$ cat src/rtl/mem_arbiter_pkg.sv
// Shared definitions for the two-requester memory arbiter: default memory
// widths, FSM state encodings and memory_unit function codes.
package mem_arbiter_pkg;

  localparam int MEM_ADDR_WIDTH = 16;
  localparam int MEM_DATA_WIDTH = 68;

  typedef enum logic [2:0] {
    MEM_ARB_IDLE      = 3'd0,
    MEM_ARB_ISSUE     = 3'd1,
    MEM_ARB_WAIT_BUSY = 3'd2,
    MEM_ARB_WAIT_DONE = 3'd3,
    MEM_ARB_RESPOND   = 3'd4
  } mem_arb_state_e;

  localparam logic [1:0] GET_CONTENTS = 2'b00;
  localparam logic [1:0] SET_CONTENTS = 2'b01;
  localparam logic [1:0] GET_NEXT     = 2'b10;
  localparam logic [1:0] CLEAR_ENTRY  = 2'b11;

  // A command is in flight in every state except IDLE.
  function automatic logic arb_busy(input mem_arb_state_e s);
    return (s != MEM_ARB_IDLE);
  endfunction

endpackage

$ cat src/rtl/mem_arbiter_pick.sv
// Combinational 2-way request selector.
// Build option: MEM_ARB_FIXED_PRIO_EN makes requester 0 win every tie;
// otherwise ties go to the requester that did not win last time.
module mem_arb_pick
  import mem_arbiter_pkg::*;
(
  input  logic [1:0] valid,
  input  logic       rr_last,
  output logic [1:0] grant,
  output logic       gnt_id
);

`ifdef MEM_ARB_FIXED_PRIO_EN
  logic unused_rr_last;
  assign unused_rr_last = rr_last;
`endif

  // Pick one eligible requester; a tie resolves by priority mode.
  always_comb begin
    grant  = 2'b00;
    gnt_id = 1'b0;
    case (valid)
      2'b01: begin
        grant  = 2'b01;
        gnt_id = 1'b0;
      end
      2'b10: begin
        grant  = 2'b10;
        gnt_id = 1'b1;
      end
      2'b11: begin
`ifdef MEM_ARB_FIXED_PRIO_EN
        gnt_id = 1'b0;
`else
        gnt_id = ~rr_last;
`endif
        grant  = gnt_id ? 2'b10 : 2'b01;
      end
      default: begin
        grant  = 2'b00;
        gnt_id = 1'b0;
      end
    endcase
  end

endmodule

$ cat src/rtl/mem_arbiter.sv
// Two-requester arbiter in front of a single memory_unit port.
// Serialises commands, runs the execute/is_ready handshake for the granted
// requester and returns read data/address with a done pulse.
// Build option: MEM_ARB_FIXED_PRIO_EN (fixed priority to requester 0
// instead of round-robin; handshake and latency unchanged).
//
// state      | meaning
// -----------+-----------------------------------------------------------
// IDLE       | waiting for an eligible request (needs mem_ready high)
// ISSUE      | mem_execute pulse, ack to the granted requester
// WAIT_BUSY  | waiting for memory to drop is_ready, bounded by a timer
// WAIT_DONE  | memory busy; waits for is_ready to return, then captures
// RESPOND    | done pulse to the granted requester
module mem_arbiter
  import mem_arbiter_pkg::*;
#(
  parameter int ADDR_W       = MEM_ADDR_WIDTH,
  parameter int DATA_W       = MEM_DATA_WIDTH,
  parameter int BUSY_TIMEOUT = 16
) (
  input  logic              clk,
  input  logic              rst,
  input  logic              req0_valid,
  input  logic [1:0]        req0_func,
  input  logic [ADDR_W-1:0] req0_addr,
  input  logic [DATA_W-1:0] req0_wdata,
  output logic              req0_ack,
  output logic              req0_done,
  output logic [DATA_W-1:0] req0_rdata,
  output logic [ADDR_W-1:0] req0_raddr,
  input  logic              req1_valid,
  input  logic [1:0]        req1_func,
  input  logic [ADDR_W-1:0] req1_addr,
  input  logic [DATA_W-1:0] req1_wdata,
  output logic              req1_ack,
  output logic              req1_done,
  output logic [DATA_W-1:0] req1_rdata,
  output logic [ADDR_W-1:0] req1_raddr,
  output logic [1:0]        mem_func,
  output logic              mem_execute,
  output logic [ADDR_W-1:0] mem_addr,
  output logic [DATA_W-1:0] mem_wdata,
  input  logic              mem_ready,
  input  logic [DATA_W-1:0] mem_rdata,
  input  logic [ADDR_W-1:0] mem_raddr,
  output logic              busy,
  output logic              grant_id
);

  localparam int TMR_W = $clog2(BUSY_TIMEOUT + 1);
  localparam logic [TMR_W-1:0] TMR_LOAD = TMR_W'(BUSY_TIMEOUT);
  localparam logic [TMR_W-1:0] TMR_ONE  = TMR_W'(1);

  mem_arb_state_e   state;
  mem_arb_state_e   state_nxt;
  logic [TMR_W-1:0] busy_tmr;
  logic             rr_last;
  logic [1:0]       elig;
  logic [1:0]       pick_grant;
  logic             pick_id;
  logic             grant_take;
  logic             busy_tc;
  logic             capture;

  // Nothing is eligible while the memory is still busy with earlier work.
  assign elig = {req1_valid, req0_valid} & {2{mem_ready}};

  mem_arb_pick u_pick (
    .valid   (elig),
    .rr_last (rr_last),
    .grant   (pick_grant),
    .gnt_id  (pick_id)
  );

  assign grant_take = (state == MEM_ARB_IDLE) && (pick_grant != 2'b00);
  assign busy_tc    = (busy_tmr == TMR_ONE);
  // A timeout counts as completion: a zero-cycle memory already has its
  // result on the output bus, so it is captured just like a normal finish.
  assign capture    = ((state == MEM_ARB_WAIT_DONE) && mem_ready) ||
                      ((state == MEM_ARB_WAIT_BUSY) && mem_ready && busy_tc);

  // State register.
  always_ff @(posedge clk) begin
    if (!rst) state <= MEM_ARB_IDLE;
    else      state <= state_nxt;
  end

  // Next-state logic.
  always_comb begin
    state_nxt = state;
    case (state)
      MEM_ARB_IDLE:      if (grant_take) state_nxt = MEM_ARB_ISSUE;
      MEM_ARB_ISSUE:     state_nxt = MEM_ARB_WAIT_BUSY;
      MEM_ARB_WAIT_BUSY: begin
        if (!mem_ready)   state_nxt = MEM_ARB_WAIT_DONE;
        else if (busy_tc) state_nxt = MEM_ARB_RESPOND;
      end
      MEM_ARB_WAIT_DONE: if (mem_ready) state_nxt = MEM_ARB_RESPOND;
      MEM_ARB_RESPOND:   state_nxt = MEM_ARB_IDLE;
      default:           state_nxt = MEM_ARB_IDLE;
    endcase
  end

  // Handshake outputs decoded from the state and the current owner.
  always_comb begin
    mem_execute = 1'b0;
    req0_ack    = 1'b0;
    req1_ack    = 1'b0;
    req0_done   = 1'b0;
    req1_done   = 1'b0;
    busy        = arb_busy(state);
    case (state)
      MEM_ARB_ISSUE: begin
        mem_execute = 1'b1;
        req0_ack    = ~grant_id;
        req1_ack    = grant_id;
      end
      MEM_ARB_RESPOND: begin
        req0_done = ~grant_id;
        req1_done = grant_id;
      end
      default: ;
    endcase
  end

  // Command latch, owner tracking and round-robin history.
  always_ff @(posedge clk) begin
    if (!rst) begin
      mem_func  <= 2'b00;
      mem_addr  <= '0;
      mem_wdata <= '0;
      grant_id  <= 1'b0;
      rr_last   <= 1'b1;
    end else if (grant_take) begin
      grant_id <= pick_id;
      rr_last  <= pick_id;
      if (pick_id) begin
        mem_func  <= req1_func;
        mem_addr  <= req1_addr;
        mem_wdata <= req1_wdata;
      end else begin
        mem_func  <= req0_func;
        mem_addr  <= req0_addr;
        mem_wdata <= req0_wdata;
      end
    end
  end

  // Down-counter bounding how long WAIT_BUSY waits for is_ready to fall.
  always_ff @(posedge clk) begin
    if (!rst) begin
      busy_tmr <= '0;
    end else if (state == MEM_ARB_ISSUE) begin
      busy_tmr <= TMR_LOAD;
    end else if ((state == MEM_ARB_WAIT_BUSY) && mem_ready && !busy_tc) begin
      busy_tmr <= busy_tmr - TMR_ONE;
    end
  end

  // Per-requester response capture; the other requester's copy is held.
  always_ff @(posedge clk) begin
    if (!rst) begin
      req0_rdata <= '0;
      req0_raddr <= '0;
      req1_rdata <= '0;
      req1_raddr <= '0;
    end else if (capture) begin
      if (grant_id) begin
        req1_rdata <= mem_rdata;
        req1_raddr <= mem_raddr;
      end else begin
        req0_rdata <= mem_rdata;
        req0_raddr <= mem_raddr;
      end
    end
  end

endmodule

$ cat config.mk
export PLATFORM = sky130hd
export DESIGN_NAME = mem_arbiter
export DESIGN_NICKNAME = d
export VERILOG_FILES = /design/src/rtl/mem_arbiter_pkg.sv /design/src/rtl/mem_arbiter_pick.sv /design/src/rtl/mem_arbiter.sv
export SDC_FILE = /design/constraint.sdc
export NUM_CORES = 1
export LEC_CHECK = 0
export ABC_CLOCK_PERIOD_IN_PS = 2800
export BUFFER_PORTS_ARGS = -buffer_cell sky130_fd_sc_hd__buf_4
export CAP_MARGIN = 20
export CORE_AREA = 2 2 201 203
export DETAILED_ROUTE_END_ITERATION = 7
export DIE_AREA = 0 0 203 205
export GPL_ROUTABILITY_DRIVEN = 0
export HOLD_SLACK_MARGIN = 0.03
export SETUP_SLACK_MARGIN = 0.5
export SLEW_MARGIN = 10
export SYNTH_ARGS = -nofsm -noshare
export SYNTH_HDL_FRONTEND = slang
export SYNTH_HIERARCHICAL = 1
export SYNTH_SLANG_ARGS = --single-unit
$ cat constraint.sdc
create_clock -name clk -period 2.8 [get_ports clk]
set_input_delay 0.14 -clock clk [delete_from_list [all_inputs] [get_ports clk]]
set_output_delay 0.14 -clock clk [all_outputs]
set_load 0.005 [all_outputs]
After elaboration in Yosys (flattened, before gate mapping)
Index checks and enable logic that the tools add are counted.
{ "word_totals": {"register_bits": 264, "inputBits": 261} }
{ "classes": {"add_sub_neg": 1, "n_eq_ne": 11, "mux": 18, "bitwise_logic": 4, "n_reduce_logical": 15} }
{ "ops": {"columns": ["operator", "count"], "rows": [
  ["$mux 68", 1],
  ["$mux 16", 1],
  ["$mux 3", 4],
  ["$pmux 3 s4", 1],
  ["$mux 5", 2],
  ["$eq 3x2->1 const B", 2],
  ["$pmux 2 s3", 1],
  ["$eq 5x1->1 const B", 1],
  ["$logic_and 1x1->1", 5],
  ["$mux 1", 5],
  ["$sub 5x1->5 const B", 1],
  ["$eq 2x2->1 const B", 2],
  ["$mux 2", 2],
  ["$ne 2x2->1 const B", 2],
  ["$reduce_and 2->1", 2],
  ["$reduce_bool 2->1", 2],
  ["$eq 3x1->1 const B", 1],
  ["$eq 3x3->1 const B", 1],
  ["$logic_not 3->1", 1],
  ["$ne 3x3->1 const B", 1],
  ["$not 1->1", 3],
  ["$reduce_and 3->1", 1],
  ["$reduce_bool 3->1", 1],
  ["$and 2x2->2", 1],
  ["5 further kinds", 5]
]} }

Longest topological paths before layout
{ "logic_depth": {"depth_word": 7, "depth_mapped": 9, "ltp_nobuf": 5} }

By module
Netlist, hierarchy kept.
{ "modules_own_cells": {"columns": ["module", "instances", "cells_each", "area_per_inst_um2", "seq_area_each_um2"], "rows": [
  ["mem_arbiter", 1, 1103, 10894.2, 5285.1],
  ["mem_arb_pick", 1, 4, 26.3, 0.0]
]} }

Worst setup path before layout
Ideal clock, no wire load.
{ "synth_timing": {"path_type": "reg-to-reg", "startpoint": "register busy_tmr[1]", "endpoint": "register req0_rdata[10]", "setup_time_ps": 120, "t_arrival_ps": 1863, "t_required_ps": 2680, "path_slack_ps": 817, "path_stages_with_launch": 10, "n_path_buf": 4, "period_less_slack_ps": 1983, "path_cell_list": "dfxtp_1 -> inv_1 -> ha_1 -> or4b_1 -> buf_2 -> a211o_1 -> clkbuf_1 -> buf_6 -> buf_6 -> mux2i_1"} }
{ "synth_via": {"elab_chain_len": 4} }
{ "synth_lines": {"columns": ["element", "line", "source"], "rows": [
  ["from (decl)", "mem_arbiter.sv:56", "logic [TMR_W-1:0] busy_tmr;"],
  ["from (signal assigned)", "mem_arbiter.sv:156", "busy_tmr <= busy_tmr - TMR_ONE;"],
  ["$eq 5x1->1", "mem_arbiter.sv:76", "assign busy_tc = (busy_tmr == TMR_ONE);"],
  ["$logic_and 1x1->1", "mem_arbiter.sv:80", "((state == MEM_ARB_WAIT_BUSY) && mem_ready && busy_tc);"],
  ["$logic_or 1x1->1", "mem_arbiter.sv:79", "assign capture = ((state == MEM_ARB_WAIT_DONE) && mem_ready) ||"],
  ["$reduce_and 2->1 (no line)", null, null],
  ["to (signal assigned)", "mem_arbiter.sv:172", "req0_rdata <= mem_rdata;"],
  ["to (decl)", "mem_arbiter.sv:29", "output logic [DATA_W-1:0] req0_rdata,"]
]} }
Every way passes these cells.
A chain may end at the register's enable or synchronous reset.

Worst setup path in the final report
{ "layout_timing": {"startpoint": "input port mem_ready", "endpoint": "register mem_wdata[12]"} }
{ "layout_via": {"elab_cells_between_ends": 9} }
{ "layout_rtl": {"columns": ["element", "line", "source"], "rows": [
  ["from (decl)", "mem_arbiter.sv:43", "input logic mem_ready,"],
  ["$and 2x2->2 *", "mem_arbiter.sv:66", "assign elig = {req1_valid, req0_valid} & {2{mem_ready}};"],
  ["via elig[1]", "mem_arbiter.sv:58", "logic [1:0] elig;"],
  ["$eq 2x2->1", "mem_arbiter_pick.sv:22", "case (valid)"],
  ["$pmux 1 s2 *", "mem_arbiter_pick.sv:22", null],
  ["via pick_id", "mem_arbiter.sv:60", "logic pick_id;"],
  ["$mux 68 *", "mem_arbiter.sv:137", "if (pick_id) begin"],
  ["to (signal assigned)", "mem_arbiter.sv:140", "mem_wdata <= req1_wdata;"],
  ["to (signal assigned)", "mem_arbiter.sv:144", "mem_wdata <= req0_wdata;"],
  ["to (decl)", "mem_arbiter.sv:42", "output logic [DATA_W-1:0] mem_wdata,"]
]} }
Mark *: on every way through the listed nets, which the timed path passes. The rest lies on a longest branch.

==> run summary <==
Pre-CTS WS: 0.569 ns
Outcome: finished clean
Worst EP required: 3.24 ns
Vias in the first global route: 11200
Fin area: 19000 um2
TNS Setup: 0 ns
Rows: 73
Synth top area share: 48.4%
Buf/Inv on CP: 5
Critical path, cell by cell: dlygate4sd3_1 > buf_4 > and2_1 > a21boi_4 > buf_4 > buf_8 > mux2i_1 > dlygate4sd3_1 > nand3_1 > o211a_1
Max Slew Vio Count: 0
Leak pwr: 10.1 nW
Layout cells sized above 1: 32.1%
Register area: 5290 um2
Worst Tran Pin Value: 0.821 ns
CTS tree: yes
RSZ-0062 raised after global routing: yes
Final number of setup-violating endpoints: 0
Crit-path max FO: 14
FF-to-FF path depth: 7
Initial antenna violation count: 3
Num ports: 522
Final worst path period share: 81.6%
Hold path depth: 3
Top delay family on crit path: buffers and inverters
Post-synthesis cell area: 10900 um2
First-pass GRT wire length: 60100 um
Initial Util: 27.7%
Die W: 203 um
Clock Sink Count: 264
Synth-to-layout area growth: 73.6%
Largest net degree at the start of global routing: 88
Pre-antenna DRT Iters: 5
PortBufs: 521
Filler instances: 3608
DR DRC count: 0
Worst setup margin: 0.515 ns
CTS Buffer Depth: 3
Overflow after GRT: 0
Maximum vdd drop: 0.421 mV
Syn nets: 1370
Sequential fraction of the synthesis area: 48.4%
Crit path DAT: 2.73 ns
H-tree Lvls: 1
Relative max-transition margin: 44.5%
CORE AREA: 39400 um2
Clock Latency Late Sink: 0.56 ns
Achievable frequency: 438 MHz
Min-delay worst type: input pin to flop
Crit path kind: input pin to flop
Final Hold Fails: 0
DR WL/cell: 16.9 um
Commonest non-fill, non-tap cell in the layout: buf_4
Post-DP HPWL: 25900 um
Flops & latches, synth: 264
DR vias: 11100
Routed Antenna Nets: 0
Count of unique library cells instantiated by Yosys: 38
Skew final: 0.0151 ns
Synth top area cells: dfxtp_1 48%, mux2i_1 23%, nand2_1 8.8%
Clock slew at reported path FFs: 0.06 ns
Cell Area, Placed: 15300 um2
Final #Nets: 2103
CP startpoint kind: input pin
Vias per inst: 4.66
Multi-input logic area: 5210 um2
CTS buffer count: 30
Crit path time final: 2.28 ns
DIE AREA: 41600 um2
Synthesized area per cell: 9.86 um2
Mapped Cells: 1107
Final Non-Filler Cells: 2380
Most frequent cells in the layout: 531 x buf_4, 264 x dfxtp_1, 257 x nand2_1, 257 x dlygate4sd3_1, 255 x mux2i_1
Crit. End Element: flop
Total wire length: 40200 um
Crit path depth: 10
Die Y: 205 um
Critical-path top delay cell: dlygate4sd3_1
Cell count after placement: 2071
Synthesis Warnings: 6
Power Dens Cells: 505 nW/um2
Root buffer cell: clkbuf_16
Total track usage: 17.8%
Initial DRC count: 380
Area leader, netlist: dfxtp_1
Slowest stage delay, CP: 0.58 ns
# Max-Cap Violations: 0
## state kept, by name, indices dropped and copies added (netlist names), 3 cells and up
| register | cells |
|---|---|
| req1_raddr | 16 |
| req0_rdata | 68 |
| busy_tmr | 5 |
| mem_addr | 16 |
| mem_wdata | 68 |
| req0_raddr | 16 |
| req1_rdata | 68 |
| state | 3 |
## area by class of cell
class | instances | area share, %
multi-input cells | 736 | 27.5
clock buffers | 40 | 4.53
flip-flops and latches | 264 | 27.9
clock inverters | 5 | 0.469
inverters | 7 | 0.139
well taps | 525 | 3.47
diodes | 2 | 0.0264
repair buffers | 801 | 36.0
## stage by stage
| step | hold WS, ns | power, mW | utilization [%] |
|---|---|---|---|
| after floorplan | 0.301 | 4.70 | - |
| after global placement | 0.412 | 5.42 | 38.9 |
| after detailed placement | 0.423 | 5.44 | 38.9 |
| after CTS | 0.0427 | 9.64 | 47.9 |
| after global routing | 0.0651 | 9.97 | 48.2 |
| final | 0.0674 | 9.57 | 48.2 |
## power breakdown
group / internal, mW / leakage [nW] / switching [mW]
Combinational: 0.992 / 7.51 / 0.697
Clock: 2.29 / 0.463 / 1.54
Sequential: 3.93 / 2.15 / 0.111
## worst reg2reg max path: cells and delay by family, from the launching register on
kind	cells	cell delay [ns]
buffers and inverters	3	1.01
flip-flops	1	0.36
AO/OA/AOI/OAI	2	0.36
multiplexers	1	0.24
AND/OR/NAND/NOR	1	0.08
## cells in the mapped netlist
master    number
o31ai_1        2
a21boi_1       1
a21boi_0       3
mux2i_1      255
or4b_1         1
buf_1         11
nand2_1      257
nand3b_1       2
o31a_1         1
nor4b_1        2
o211ai_1       1
a31oi_1        1
dfxtp_1      264
and3_1         2
nand4b_1       1
nor3_1         2
ha_1           2
o211a_1       86
nand3_1       91
inv_1          7
o21bai_1       1
mux2_2         1
o21ba_2        1
or3b_2         1
o21ai_0        2
a211oi_1       1
nor3b_1        2
buf_2         10
and2_1         2
a211o_1        1
nor2_1         5
nor4bb_1       1
buf_6          7
clkbuf_1      72
and4_1         1
a21oi_1        5
and3b_1        1
or2_2          1
## final timing paths
path | from | to | slack, ns
hold reg to reg | req0_raddr[2] | req0_raddr[2] | 0.46
setup reg to reg | rr_last | mem_wdata[12] | 0.64
hold / removal | rst | req1_rdata[62] | 0.07
setup / recovery | mem_ready | mem_wdata[12] | 0.52
## per-layer routing
metal / global-route usage (%) / part of all wire (%) / up-vias / wire length (um)
met5: 0 / 0 / - / 0
met4: 6.54 / 3.6 / 0 / 1430
met3: 4.74 / 7.1 / 89 / 2850
met2: 31.4 / 49 / 430 / 19900
met1: 20.7 / 40 / 5270 / 16000
li1: - / - / 5300 / -
## timing repair
action	4_1_cts	5_1_grt
buffers inserted	0	2
hold buffers	257	0
gates resized for setup	0	10
endpoints found under the setup margin	0	133
hold endpoints to repair	256	0
## logic make-up after synthesis
kind of cell	Yosys count	share of synthesized area, %
AOI/OAI and AO/OA	106	9.13
adders and majority gates	2	0.229
buffers and inverters	107	4.27
DFF	264	48.4
muxes	256	23.5
and+or+nand+nor	372	14.5
Power figures use the tool's default switching activity.
